$ cat config.mk
export PLATFORM = sky130hd
export DESIGN_NAME = disp_demux
export DESIGN_NICKNAME = d
export VERILOG_FILES = /design/src/rtl/disp_demux.sv
export SDC_FILE = /design/constraint.sdc
export NUM_CORES = 1
export LEC_CHECK = 0
export ABC_AREA = 1
export BUFFER_PORTS_ARGS = -buffer_cell sky130_fd_sc_hd__buf_4
export CAP_MARGIN = 20
export CORE_MARGIN = 2
export CORE_UTILIZATION = 52
export CTS_BUF_LIST = sky130_fd_sc_hd__clkbuf_16
export DETAILED_ROUTE_END_ITERATION = 12
export PLACE_DENSITY = 0.75
export SYNTH_ARGS = -nofsm -noshare
export SYNTH_HDL_FRONTEND = slang
export SYNTH_SLANG_ARGS = --single-unit
$ cat constraint.sdc
create_clock -name clk -period 3.7 [get_ports clk]
set_clock_uncertainty 0.2 [all_clocks]
set_input_delay 0.74 -clock clk [delete_from_list [all_inputs] [get_ports clk]]
set_output_delay 0.74 -clock clk [all_outputs]
set_load 0.01 [all_outputs]
$ cat src/rtl/disp_demux.sv
// disp_demux: receive end of a 4-digit multiplexed seven-segment bus.
// Synchronises the scanned an/sseg pair and filters it for stability. It then rebuilds the four
// digit patterns as static registers, with per-digit valid flags, a frame strobe and bus faults.
//
// Ports:
//   clk        system clock
//   reset      asynchronous, active-high reset
//   an_in      one-hot active-high digit enables, bit k = digit k
//   sseg_in    segment bus, valid for the enabled digit
//   dig0..dig3 last latched pattern per digit
//   dig_vld    bit k set once digit k latched; cleared by reset or stale
//   frame_stb  1-cycle pulse when all four digits latched since the previous pulse
//   err_multi  1-cycle pulse on entry to the fault state (more than one an bit set)
//   stale      watchdog expired; cleared on the next latch
module disp_demux #(
    parameter int unsigned STABLE_CYCLES = 16,
    parameter int unsigned TO_W          = 20
) (
    input  logic       clk,
    input  logic       reset,
    input  logic [3:0] an_in,
    input  logic [7:0] sseg_in,
    output logic [7:0] dig0,
    output logic [7:0] dig1,
    output logic [7:0] dig2,
    output logic [7:0] dig3,
    output logic [3:0] dig_vld,
    output logic       frame_stb,
    output logic       err_multi,
    output logic       stale
);

    localparam int unsigned     CntW    = $clog2(STABLE_CYCLES + 1);
    localparam logic [CntW-1:0] CntOne  = CntW'(1);
    localparam logic [CntW-1:0] CntLast = CntW'(STABLE_CYCLES - 1);
    localparam logic [TO_W-1:0] WdMax   = '1;

    typedef enum logic [1:0] {StBlank, StDwell, StHeld, StFault} state_e;

    state_e state_q, state_d;
    logic [CntW-1:0] cnt_q, cnt_d;

    logic [3:0]      an_m_q, an_s_q, an_p_q;
    logic [7:0]      sseg_m_q, sseg_s_q, sseg_p_q;
    logic [3:0][7:0] dig_q;
    logic [3:0]      vld_q, seen_q;
    logic [TO_W-1:0] wd_q;
    logic            frame_q, err_q, stale_q;

    logic same, is_zero, is_one, is_multi;
    logic latch, fault_entry;

    assign same     = (an_s_q == an_p_q) && (sseg_s_q == sseg_p_q);
    assign is_zero  = (an_s_q == 4'b0000);
    assign is_one   = $onehot(an_s_q);
    assign is_multi = !is_zero && !is_one;

    // Two-flop synchronisers plus the previous-sample registers used for the stability compare.
    always_ff @(posedge clk or posedge reset) begin
        if (reset) begin
            an_m_q   <= '0;
            an_s_q   <= '0;
            an_p_q   <= '0;
            sseg_m_q <= '0;
            sseg_s_q <= '0;
            sseg_p_q <= '0;
        end else begin
            an_m_q   <= an_in;
            an_s_q   <= an_m_q;
            an_p_q   <= an_s_q;
            sseg_m_q <= sseg_in;
            sseg_s_q <= sseg_m_q;
            sseg_p_q <= sseg_s_q;
        end
    end

    // FSM state register.
    always_ff @(posedge clk or posedge reset) begin
        if (reset) begin
            state_q <= StBlank;
            cnt_q   <= '0;
        end else begin
            state_q <= state_d;
            cnt_q   <= cnt_d;
        end
    end

    // FSM next state: bus class decides first, then sample stability.
    always_comb begin
        state_d = state_q;
        cnt_d   = cnt_q;
        unique case (state_q)
            StBlank: begin
                if (is_one) begin
                    state_d = StDwell;
                    cnt_d   = CntOne;
                end else if (is_multi) begin
                    state_d = StFault;
                end
            end
            StDwell: begin
                if (is_zero) begin
                    state_d = StBlank;
                end else if (is_multi) begin
                    state_d = StFault;
                end else if (!same) begin
                    cnt_d = CntOne;
                end else if (cnt_q == CntLast) begin
                    state_d = StHeld;
                end else begin
                    cnt_d = cnt_q + CntOne;
                end
            end
            StHeld: begin
                if (is_zero) begin
                    state_d = StBlank;
                end else if (is_multi) begin
                    state_d = StFault;
                end else if (!same) begin
                    state_d = StDwell;
                    cnt_d   = CntOne;
                end
            end
            StFault: begin
                if (is_zero) begin
                    state_d = StBlank;
                end else if (is_one) begin
                    state_d = StDwell;
                    cnt_d   = CntOne;
                end
            end
            default: state_d = StBlank;
        endcase
    end

    // FSM outputs.
    always_comb begin
        latch       = (state_q == StDwell) && is_one && same && (cnt_q == CntLast);
        fault_entry = (state_d == StFault) && (state_q != StFault);
    end

    // Digit registers, frame tracking and watchdog.
    always_ff @(posedge clk or posedge reset) begin
        if (reset) begin
            dig_q   <= '0;
            vld_q   <= '0;
            seen_q  <= '0;
            wd_q    <= '0;
            frame_q <= 1'b0;
            err_q   <= 1'b0;
            stale_q <= 1'b0;
        end else begin
            err_q   <= fault_entry;
            frame_q <= 1'b0;
            if (latch) begin
                for (int k = 0; k < 4; k++) begin
                    if (an_s_q[k]) begin
                        dig_q[k] <= sseg_s_q;
                    end
                end
                vld_q   <= vld_q | an_s_q;
                wd_q    <= '0;
                stale_q <= 1'b0;
                if ((seen_q | an_s_q) == 4'hF) begin
                    seen_q  <= '0;
                    frame_q <= 1'b1;
                end else begin
                    seen_q <= seen_q | an_s_q;
                end
            end else if (wd_q != WdMax) begin
                wd_q <= wd_q + 1'b1;
                // Expiry lands on the edge the counter reaches all-ones; patterns are kept.
                if (wd_q == WdMax - 1'b1) begin
                    stale_q <= 1'b1;
                    vld_q   <= '0;
                    seen_q  <= '0;
                end
            end
        end
    end

    assign dig0      = dig_q[0];
    assign dig1      = dig_q[1];
    assign dig2      = dig_q[2];
    assign dig3      = dig_q[3];
    assign dig_vld   = vld_q;
    assign frame_stb = frame_q;
    assign err_multi = err_q;
    assign stale     = stale_q;

endmodule

==> results of run 1 <==
[layer usage]
layer	vias up	share of wire, %	global-route usage, %
met5	-	0	0
met4	0	1.2	6.09
met3	9	4.1	2.95
met2	89	47	31.6
met1	1621	48	30.5
li1	1658	-	-
[placed cells by master (no fill, tap or decap), types with 2 or more instances in the layout]
cell type   Yosys  final
nor4_1          2      2
o211ai_1        4      4
clkinvlp_4      0      2
buf_4           0     54
inv_1          45     45
nand3_1        29     29
xor2_1          7      7
nand2_4         2      2
nand4_1         9      9
clkbuf_16       0      9
inv_6           0      2
ha_1            7      7
o21ai_1        34     34
nand2_1       120    120
nand3_4         4      4
a21oi_1        17     17
nor3_1          9      9
or2_2           5      5
o21ai_0         9      9
nor2_1         34     34
xnor2_1        12     12
dfrtp_1       106    106
[cells by family (layout without fill, tap and decap cells)]
logic type	after synthesis	count (layout)	share of synthesized area, %
DFF	106	106	58.5
adders and majority gates	8	8	2.37
xor gates and xnor gates	19	19	3.67
AOI/OAI and AO/OA	66	66	7.65
buffers and inverters	55	118	5.47
and+or+nand+nor	218	218	22.3
[stage by stage]
stage,cell area (µm²),cells
6_report,5320,643
4_1_cts,5320,643
3_3_place_gp,5030,627
2_1_floorplan,4540,472
5_1_grt,5320,643
3_5_place_dp,5030,627
[worst register-to-register path, cell delays in order, from the launching register on]
cell and delay (ns):
dfrtp_1 0.47, inv_1 0.13, fa_1 0.52, inv_1 0.05, ha_1 0.17, ha_1 0.26
nor2_1 0.12, nand2_1 0.08, inv_1 0.13, nand2_1 0.15, nor2_8 0.25, nand2_4 0.12
clkinv_2 0.25, o21ai_0 0.14, nand2_1 0.09
[worst min-delay path by stage]
stage / from / to / slack [ns]
2_1_floorplan: an_m_q[0] / an_s_q[0] / 0.13
3_3_place_gp: an_m_q[3] / an_s_q[3] / 0.13
3_5_place_dp: sseg_m_q[6] / sseg_s_q[6] / 0.14
4_1_cts: an_m_q[3] / an_s_q[3] / 0.16
5_1_grt: sseg_m_q[7] / sseg_s_q[7] / 0.16
6_report: sseg_m_q[3] / sseg_s_q[3] / 0.15
[power groups by stage]
stage	clock network [mW]	registers (mW)	logic, mW
final	0.921	1.21	0.131
after global placement	0	1.23	0.129
after floorplan	0	1.23	0.0904
after global routing	0.982	1.22	0.151
after detailed placement	0	1.23	0.132
after CTS	0.940	1.21	0.133
[layout make-up]
cell class	count	area [µm²]
fillers	726	3280
flip-flops and latches	106	2650
multi-input cells	311	1630
repair buffers	55	425
clock buffers	9	225
inverters	47	181
well taps	108	135
clock inverters	7	65.1
[state kept, by name, summed over array words and instances, names as in the netlist, 5 cells and up]
name	cells
wd_q	20
dig0	8
dig1	8
dig2	8
dig3	8
sseg_m_q	8
sseg_p_q	8
sseg_s_q	8
cnt_q	5
==> results.py, run 1 <==
metrics = {
    "synth": {
        "async_reset_ff_share_pct": 100,
        "avgSynthCellArea_um2": 9.60,
        "ys_ff_latch": 106,
        "syn_area_mm2": 0.00453,
        "synth_largest_area_cell": "dfrtp_1",
        "synth_edf_count": 0,
        "synth_seq_area_share_pct": 58.5,
        "synth_area_leaders": "dfrtp_1, nand2_1, o21ai_1",
        "yosys.cell_count.top_type": "nand2_1",
        "synth_common_cells": "nand2_1, dfrtp_1, inv_1",
        "synth_ff_type": "dfrtp_1",
        "synth_warnings": 0,
        "synth.distinct_cells": 30,
        "synthCells": 472,
        "synth_fp_nets": 494,
        "synth_top_cell_area_share_pct": 58.5,
    },
    "die": {
        "die_area_mm2": 0.00948,
        "die_x_um": 97.4,
        "core_mm2": 0.00859,
        "rows": 34,
        "ios": 53,
        "die_y_um": 97.4,
        "initial_utilization_pct": 52.7,
    },
    "power_and_ir_drop": {
        "power.density_mw_per_mm2": 426,
        "leakage_nw": 2.69,
        "p_int_mw": 1.70,
        "power.total_mw": 2.26,
        "p_sw_uw": 561,
        "combPwrFrac_pct": 5.8,
        "sw_frac_of_total_pct": 24.8,
        "ir_worst_vdd_uv": 306,
        "p_seq_share_pct": 53.5,
        "clockPowerShare_pct": 40.7,
    },
    "drt": {
        "num_vias": 3377,
        "drt_wl_total_mm": 9.18,
        "drt.antenna.violating_nets": 0,
        "drt-pass1-iter-count": 5,
        "wl_per_cell_um": 14.3,
        "vias_per_cell": 5.25,
        "drc_errors": 0,
        "drt_iter0_drc": 206,
    },
    "global_route": {
        "grt_first_pass_wirelength_mm": 15.7,
        "grt_pass1_vias": 3203,
        "grt_overflow": 0,
        "antenna_found_initial": 0,
        "grt_start_max_net_pins": 49,
        "grt_util_all_layers_pct": 20.5,
    },
    "setup_path": {
        "crit_family": "adder cells",
        "worst-path-stages": 14,
        "worstSetupPathType": "reg2reg",
        "r2r_slack_ns": 0.52,
        "end_kind": "register",
        "endpoint": "dig_vld[1]",
        "worstPathArrival_ns": 3.26,
        "path_cells": "inv_1 -> fa_1 -> inv_1 -> ha_1 -> ha_1 -> nor2_1 -> nand2_1 -> inv_1 -> nand2_1 -> nor2_8 -> nand2_4 -> clkinv_2 -> o21ai_0 -> nand2_1",
        "cp_slowest_stage_delay_ns": 0.52,
        "startpoint_type": "register",
        "critPathRequiredTime_ns": 3.78,
        "reg2reg_to": "dig_vld[1]",
        "worst-path-buf-inv": 4,
        "cp_slowest_cell": "fa_1",
        "critPathLaunch": "an_s_q[1]",
        "r2r_start": "an_s_q[1]",
        "r2r.worst_path.cells": 14,
        "critPathMaxFanout": 21,
    },
    "sta": {
        "hold_violations": 0,
        "hold_ws_ns": 0.149,
        "period_share_pct": 86.0,
        "setup_ws_ns": 0.518,
        "setup_viol": 0,
        "finalMaxSlewViolations": 0,
        "finalWorstPathRequiredPeriod_ns": 3.18,
        "rsz0062_at_grt": "false",
        "tns_ns": 0,
        "max_slew_margin_pct": 42.6,
        "max_freq_ghz": 0.314,
        "worstMarginPinSlew_ns": 0.860,
    },
    "clocking": {
        "postCtsSetupBuffers": 0,
        "clockBufferDepth": 2,
        "cts.hold.buffers_added": 0,
        "clock_latency_ns": 0.35,
        "clk_pin_slew_ns": 0.08,
        "htree_levels": 3,
        "cts.sinks": 106,
        "cts_buffers": 9,
        "post_cts_resized": 0,
        "cts_root_buffer": "clkbuf_16",
        "cts_tree": "yes",
    },
    "finish": {
        "post-route-util_pct": 61.9,
        "n_antenna_cell": 0,
        "layout-drive-gt1-share_pct": 16.3,
        "area_delta_synth_final_pct": 17.3,
        "fin_nets": 552,
    },
    "worst_hold_path": {
        "whs_path_depth": 0,
        "worstHoldPathType": "reg2reg",
    },
    "placed_design": {
        "dp_hpwl_mm": 6.56,
        "routabilityCongestion": 0.887,
        "portBuffers": 52,
        "pre_cts_slack_ns": 0.550,
    },
    "flow_run": {
        "cap_violations": 0,
    },
    "outcome": {
        "outcome": "completed",
    },
}
No activity file was read; power rests on OpenSTA's default activity.
==> inputs of run 2 (changes only) <==
- CORE_UTILIZATION: 52 -> 54
- CTS_BUF_LIST: sky130_fd_sc_hd__clkbuf_16 -> sky130_fd_sc_hd__clkbuf_8
- PLACE_DENSITY: 0.75 -> 0.78
==> results.py, run 2 (same netlist as run 1, synthesis figures left out) <==
metrics = {
    "sta": {
        "worstMarginPinSlew_ns": 0.905,
        "max_freq_ghz": 0.316,
        "finalWorstPathRequiredPeriod_ns": 3.16,
        "setup_viol": 0,
        "hold_violations": 0,
        "hold_ws_ns": 0.163,
        "rsz0062_at_grt": "false",
        "period_share_pct": 85.4,
        "max_slew_margin_pct": 39.5,
        "finalMaxSlewViolations": 0,
        "tns_ns": 0,
    },
    "worst_hold_path": {
        "worstHoldStart": "sseg_m_q[2]",
        "worstHoldPathType": "reg2reg",
        "whs_path_depth": 0,
        "hold_path_end": "sseg_s_q[2]",
    },
    "clocking": {
        "cts.sinks": 106,
        "cts_buffers": 9,
        "cts_tree": "yes",
        "postCtsSetupBuffers": 0,
        "cts_root_buffer": "clkbuf_8",
        "htree_levels": 3,
        "clock_latency_ns": 0.37,
        "clk_pin_slew_ns": 0.11,
        "post_cts_resized": 0,
        "clockBufferDepth": 2,
        "cts.hold.buffers_added": 0,
    },
    "outcome": {
        "outcome": "completed",
    },
    "die": {
        "core_mm2": 0.00818,
        "rows": 33,
        "die_x_um": 95.6,
        "ios": 53,
        "die_area_mm2": 0.00914,
        "die_y_um": 95.6,
        "initial_utilization_pct": 55.4,
    },
    "placed_design": {
        "postPlaceCellArea_mm2": 0.00502,
        "dp_hpwl_mm": 6.67,
        "portBuffers": 52,
        "routabilityCongestion": 0.907,
    },
    "setup_path": {
        "end_kind": "register",
        "r2r_start": "an_s_q[1]",
        "r2r_slack_ns": 0.54,
        "critPathRequiredTime_ns": 3.81,
        "critPathMaxFanout": 21,
        "worstPathArrival_ns": 3.28,
        "worstSetupPathType": "reg2reg",
        "r2r.worst_path.cells": 14,
        "reg2reg_to": "dig_vld[0]",
        "startpoint_type": "register",
    },
    "drt": {
        "vias_per_cell": 5.31,
        "wl_per_cell_um": 14.5,
        "drt.antenna.violating_nets": 0,
        "drc_errors": 0,
        "num_vias": 3397,
        "drt_wl_total_mm": 9.27,
        "drt-pass1-iter-count": 5,
        "drt_iter0_drc": 199,
    },
    "flow_run": {
        "cap_violations": 0,
    },
    "finish": {
        "layout_common_cells": "nand2_1, dfrtp_1, buf_4, inv_1",
        "largest_register_ffs": 20,
        "fin_area_mm2": 0.00524,
        "final_common_cell": "nand2_1",
        "fin_nets": 552,
        "top_register": "wd_q",
        "layout-drive-gt1-share_pct": 16.4,
        "post-route-util_pct": 64.1,
        "n_antenna_cell": 0,
        "area_delta_synth_final_pct": 15.7,
    },
    "global_route": {
        "antenna_found_initial": 0,
        "grt_start_max_net_pins": 45,
        "grt_first_pass_wirelength_mm": 15.1,
        "grt_util_all_layers_pct": 21.6,
        "grt_overflow": 0,
        "grt_pass1_vias": 3121,
    },
    "power_and_ir_drop": {
        "leakage_nw": 2.65,
        "power.density_mw_per_mm2": 398,
        "ir_worst_vdd_uv": 246,
    },
}
[run 2: changes by cell type in the layout (fill, tap and decap cells not counted), sizes merged]
cell	before	now
clkinv	3	4
clkinvlp	2	1
[run 2: final cells by class]
cell class,count,area (µm²)
Clock buffer,9,124
Clock inverter,7,96.3
Fill cell,675,2930
Inverter,47,181
Multi-Input combinational cell,311,1630
Sequential cell,106,2650
Tap cell,105,131
Timing Repair Buffer,55,425
[run 2: critical path: stages, from the launching register on]
cell	delay [ns]
dfrtp_1	0.49
inv_1	0.13
fa_1	0.52
inv_1	0.04
ha_1	0.17
ha_1	0.26
nor2_1	0.10
nand2_1	0.07
inv_1	0.13
nand2_1	0.15
nor2_8	0.24
nand2_4	0.12
clkinv_2	0.27
o21ai_0	0.14
nand2_1	0.08
[run 2: metal layers]
| layer | vias to the layer above | routed length (µm) | global-route usage [%] |
|---|---|---|---|
| li1 | 1650 | - | - |
| met1 | 1620 | 4250 | 31.8 |
| met2 | 111 | 4390 | 32.3 |
| met3 | 16 | 470 | 3.95 |
| met4 | 0 | 153 | 7.26 |
| met5 | - | 0 | 0 |
[run 2: how the worst max path moves through the flow]
stage                      end  startpoint  slack (ns)  cells past startpoint
floorplan             wd_q[10]   an_s_q[0]        0.88                     14
global placement    dig_vld[1]   an_s_q[0]        0.68                     14
detailed placement    wd_q[15]   an_s_q[0]        0.55                     13
CTS                   wd_q[15]   an_s_q[0]        0.54                     13
global route        dig_vld[0]   an_s_q[1]        0.28                     14
finish              dig_vld[0]   an_s_q[1]        0.54                     14
[run 2: per-stage QoR]
stage | power, mW | instances | setup slack (ns)
after floorplan | 1.32 | 472 | 0.880
after global placement | 1.36 | 624 | 0.684
after detailed placement | 1.37 | 624 | 0.547
after CTS | 2.10 | 640 | 0.543
after global routing | 2.18 | 640 | 0.283
final | 2.09 | 640 | 0.539
[run 2: power breakdown]
| part | internal, mW | leakage [nW] | switching [mW] |
|---|---|---|---|
| registers | 1.19 | 1.37 | 0.0245 |
| clock network | 0.283 | 0.109 | 0.461 |
| logic | 0.0444 | 1.17 | 0.0880 |
| total | 1.51 | 2.65 | 0.573 |
